**src/rtl/fetch_sequencer.sv**
```systemverilog
// Front-end fetch sequencer: owns the PC, runs a single-outstanding req/ack fetch to instruction
// memory, holds one fetched instruction for decode, and applies branch/trap redirects.
module fetch_sequencer #(
  parameter logic [31:0] RESET_PC = 32'h0000_0000
) (
  input  logic        i_clk,
  input  logic        i_rst_n,
  input  logic        i_stall,
  input  logic        i_br_sel,
  input  logic [31:0] i_pc_bru,
  input  logic        i_trap,
  input  logic [31:0] i_trap_vec,
  output logic        o_imem_req,
  output logic [31:0] o_imem_addr,
  input  logic        i_imem_ack,
  input  logic [31:0] i_imem_rdata,
  output logic        o_inst_vld,
  output logic [31:0] o_inst,
  output logic [31:0] o_pc,
  output logic        o_flush
);

  typedef enum logic [1:0] {StIdle, StReq, StWait, StDrain} state_e;

  state_e      state_q, state_d;
  logic [31:0] pc_q, pc_d;
  logic [31:0] inst_q, inst_d;
  logic [31:0] inst_pc_q, inst_pc_d;
  logic        vld_q, vld_d;
  logic        flush_q, flush_d;

  logic        consume;
  logic        redirect;
  logic [31:0] target_raw;
  logic [31:0] target;

  assign consume    = vld_q & ~i_stall;
  assign redirect   = (i_trap | i_br_sel) & (state_q != StIdle);
  assign target_raw = i_trap ? i_trap_vec : i_pc_bru;
  assign target     = {target_raw[31:2], 2'b00};

  always_comb begin
    state_d   = state_q;
    pc_d      = pc_q;
    inst_d    = inst_q;
    inst_pc_d = inst_pc_q;
    vld_d     = vld_q;
    flush_d   = 1'b0;

    if (consume) begin
      vld_d = 1'b0;
    end

    unique case (state_q)
      StIdle: state_d = StReq;
      StReq: begin
        if (redirect) begin
          // An ack in the redirect cycle retires the stale request, so no drain is needed.
          state_d = i_imem_ack ? StReq : StDrain;
        end else if (i_imem_ack) begin
          if (!vld_q || !i_stall) begin
            inst_d    = i_imem_rdata;
            inst_pc_d = pc_q;
            vld_d     = 1'b1;
            pc_d      = pc_q + 32'd4;
            state_d   = i_stall ? StWait : StReq;
          end else begin
            // Slot still held by a stalled decode: drop the word and refetch the same PC later.
            state_d = StWait;
          end
        end
      end
      StWait: begin
        if (redirect || consume) begin
          state_d = StReq;
        end
      end
      StDrain: begin
        if (i_imem_ack) begin
          state_d = StReq;
        end
      end
      default: state_d = StIdle;
    endcase

    if (redirect) begin
      pc_d    = target;
      vld_d   = 1'b0;
      flush_d = 1'b1;
    end
  end

  always_ff @(posedge i_clk or negedge i_rst_n) begin
    if (!i_rst_n) begin
      state_q   <= StIdle;
      pc_q      <= RESET_PC;
      inst_q    <= 32'h0;
      inst_pc_q <= 32'h0;
      vld_q     <= 1'b0;
      flush_q   <= 1'b0;
    end else begin
      state_q   <= state_d;
      pc_q      <= pc_d;
      inst_q    <= inst_d;
      inst_pc_q <= inst_pc_d;
      vld_q     <= vld_d;
      flush_q   <= flush_d;
    end
  end

  assign o_imem_req  = (state_q == StReq);
  assign o_imem_addr = pc_q;
  assign o_inst_vld  = vld_q;
  assign o_inst      = inst_q;
  assign o_pc        = inst_pc_q;
  assign o_flush     = flush_q;

endmodule

```
**config.mk**
```make
export PLATFORM = sky130hd
export DESIGN_NAME = fetch_sequencer
export DESIGN_NICKNAME = d
export VERILOG_FILES = /design/src/rtl/fetch_sequencer.sv
export SDC_FILE = /design/constraint.sdc
export NUM_CORES = 1
export LEC_CHECK = 0
export CAP_MARGIN = 5
export CORE_UTILIZATION = 43
export DETAILED_ROUTE_END_ITERATION = 8
export GPL_TIMING_DRIVEN = 1
export PLACE_DENSITY = 0.9
export SYNTH_ARGS = -nofsm -noshare
export SYNTH_HDL_FRONTEND = slang
export SYNTH_SLANG_ARGS = --single-unit
```
**constraint.sdc**
```tcl
create_clock -name i_clk -period 2.7 [get_ports i_clk]
set_input_delay 0.405 -clock i_clk [delete_from_list [all_inputs] [get_ports i_clk]]
set_output_delay 0.405 -clock i_clk [all_outputs]
set_load 0.02 [all_outputs]
```
==> out/results.ini <==
[clocking]
postCtsHoldBufs=0
root_buffer=clkbuf_8
cts_buffer_depth=2
cts.htree.levels=3
cts.repair.resized=0
post-cts-setup-buffer-count=0
cts_sinks=96
clk_pin_slew_ps=90
cts_tree=built
clock_latency_ps=360
cts_buffers=9

[setup_path]
criticalPathCategory=reg2reg
critPathLaunchType=register
critPathRequiredTime_ps=2980
slowest_delay_ps=630
crit_chain=ha_1 -> a21boi_0 -> nand3_1 -> or4_1 -> a31oi_1
rr_startpoint=o_imem_addr[2]
endpoint_kind=register
crit_slowest_cell=or4_1
crit_fanout=15
worst-path-buf-inv=0
reg2reg_to=o_imem_addr[14]
ff2ff_path_depth=5
arrival_ps=2620
critPathTopFamily=simple AND/OR/NAND/NOR gates
r2r_slack_ps=360

[power_and_ir_drop]
p_sw_mw=1.55
sw_frac_of_total_pct=32.7
clkPwrFrac_pct=25.1
seqPwrFrac_pct=41.1
ir_worst_vdd_mv=0.355
power_mw=4.75
power.density_mw_per_mm2=678
p_int_mw=3.20
p_leak_nw=3.05
comb_power_share_pct=33.9

[sta]
fin_crit_sh_pct=86.6
tightest_slew_ps=640
fin_skew_ps=5.92
hold_ws_ps=45.5
setup_viol=0
maxSlewViolCount=0
rsz0062_at_grt=no
relSlewSlack_pct=57.3
setup_slack_ps=363
tns_ps=0
hold_viol_final=0
final.min_clock_period_ps=2340
fmax_ghz=0.428

[min_path]
hold_path.class=in2async

[floorplanning]
die-area_mm2=0.0113
start_util_pct=44.7
coreArea_mm2=0.0104
die-width_um=106
io_pins=201
fp.dieH_um=106
placementRows=37

[route]
via_per_inst=5.42
vias=4659
drt-initial-drc-count=418
wl_um=14000
wire_per_inst_um=16.2
drc=0
ant_nets=0
firstDrtPassIters=4

[global_routing]
grt_pass1_wl_um=22300
grt_usage_pct=25.3
antenna_found_initial=0
grt_max_degree=50
grt.overflow.total=0
grt_pass1_vias=4561

[run]
maxCapViolations=0

[final_layout]
layout_commonest_cell=nand2_1
final_util_pct=67.3
design_area_mm2=0.00701
area_growth_syn_to_layout_pct=50.4
drive_above_1_share_pct=4.83
instances_no_fill=860
final_cell_mix=nand2_1 (197), clkdlybuf4s50_1 (190), dfrtp_1 (96)
final_nets=822
antenna_cells=0

[placement]
io_buffers=192
place_area_mm2=0.00674
gp_congestion=0.864
place_inst=844
dp_hpwl_um=10200
place_ws_ps=142

[yosys]
synthAdderAreaFrac_pct=0.269
muxShareOfSynthArea_pct=2.36
synth-seq-cells=96
yosysSeqAreaShare_pct=51.6
synth_compound_area_share_pct=12.0
synth_area_mm2=0.00466
avgSynthCellArea_um2=8.69
synth_top_flop_cell=dfrtp_1
synthSimpleGateAreaFrac_pct=29.0
synthCells=536
synthArstFlopShare_pct=100
synth_edf_count=0
yosys_warnings=0
yosysUniqueCellTypes=42
synth_xor_area_share_pct=0.940
synth_top_family_by_area=simple AND/OR/NAND/NOR gates

[status]
status=finished, final reports clean

cell type report:
| class | instances | area, um^2 |
|---|---|---|
| Fill cell | 864 | 3410 |
| Tap cell | 136 | 170 |
| Inverter | 6 | 22.5 |
| Sequential cell | 96 | 2400 |
| Timing Repair Buffer | 205 | 2040 |
| Clock inverter | 4 | 98.8 |
| Multi-Input combinational cell | 401 | 2110 |
| Clock buffer | 12 | 165 |
Yosys cell counts (9+ instances only):
cell / instances / area, um^2
a211oi_1: 22 / 165
a31oi_1: 19 / 119
clkbuf_1: 27 / 101
dfrtp_1: 96 / 2400
mux2i_1: 11 / 110
nand2_1: 197 / 739
nand3_1: 13 / 65.1
nand4_1: 10 / 62.6
nor2_1: 9 / 33.8
nor2b_1: 21 / 131
o21ai_0: 14 / 70.1
o31ai_1: 12 / 90.1
or3_1: 11 / 68.8
flip-flops by register name, indices dropped and copies added, names as in the netlist:
| signal | cells |
|---|---|
| o_pc | 30 |
| state_q | 2 |
| o_imem_addr | 30 |
| o_inst_vld | 1 |
| o_flush | 1 |
| o_inst | 32 |
power groups by stage:
stage / registers, mW / logic (mW) / clock network, mW
2_1_floorplan: 2.29 / 0.378 / 0
3_3_place_gp: 1.96 / 1.57 / 0
3_5_place_dp: 1.97 / 1.61 / 0
4_1_cts: 1.95 / 1.62 / 1.21
5_1_grt: 1.99 / 1.72 / 1.28
6_report: 1.95 / 1.61 / 1.19
worst max-delay path by stage:
stage                   startpoint               to  slack, ps  depth (start not counted)
floorplan           o_imem_addr[2]  o_imem_addr[12]        660                          6
global placement        i_imem_ack  o_imem_addr[30]        180                          5
detailed placement      i_imem_ack  o_imem_addr[14]        140                          5
CTS                 o_imem_addr[2]  o_imem_addr[14]        400                          5
global route        o_imem_addr[2]  o_imem_addr[14]        230                          5
finish              o_imem_addr[2]  o_imem_addr[14]        360                          5
kinds of logic after synthesis:
| kind of cell | after synthesis |
|---|---|
| simple gates | 296 |
| flops | 96 |
| compound gates | 84 |
| buf+inv | 42 |
| mux | 11 |
| xor+xnor | 5 |
| fa+ha+maj | 1 |
| other cells | 1 |
per-layer routing:
| layer | routed length (um) | vias up | track usage, % |
|---|---|---|---|
| met4 | 284 | 0 | 8.13 |
| met5 | 0 | - | 0 |
| li1 | - | 2215 | - |
| met2 | 7140 | 195 | 44.6 |
| met3 | 829 | 21 | 4.97 |
| met1 | 5710 | 2228 | 31.2 |
Power figures use the tool's default switching activity.
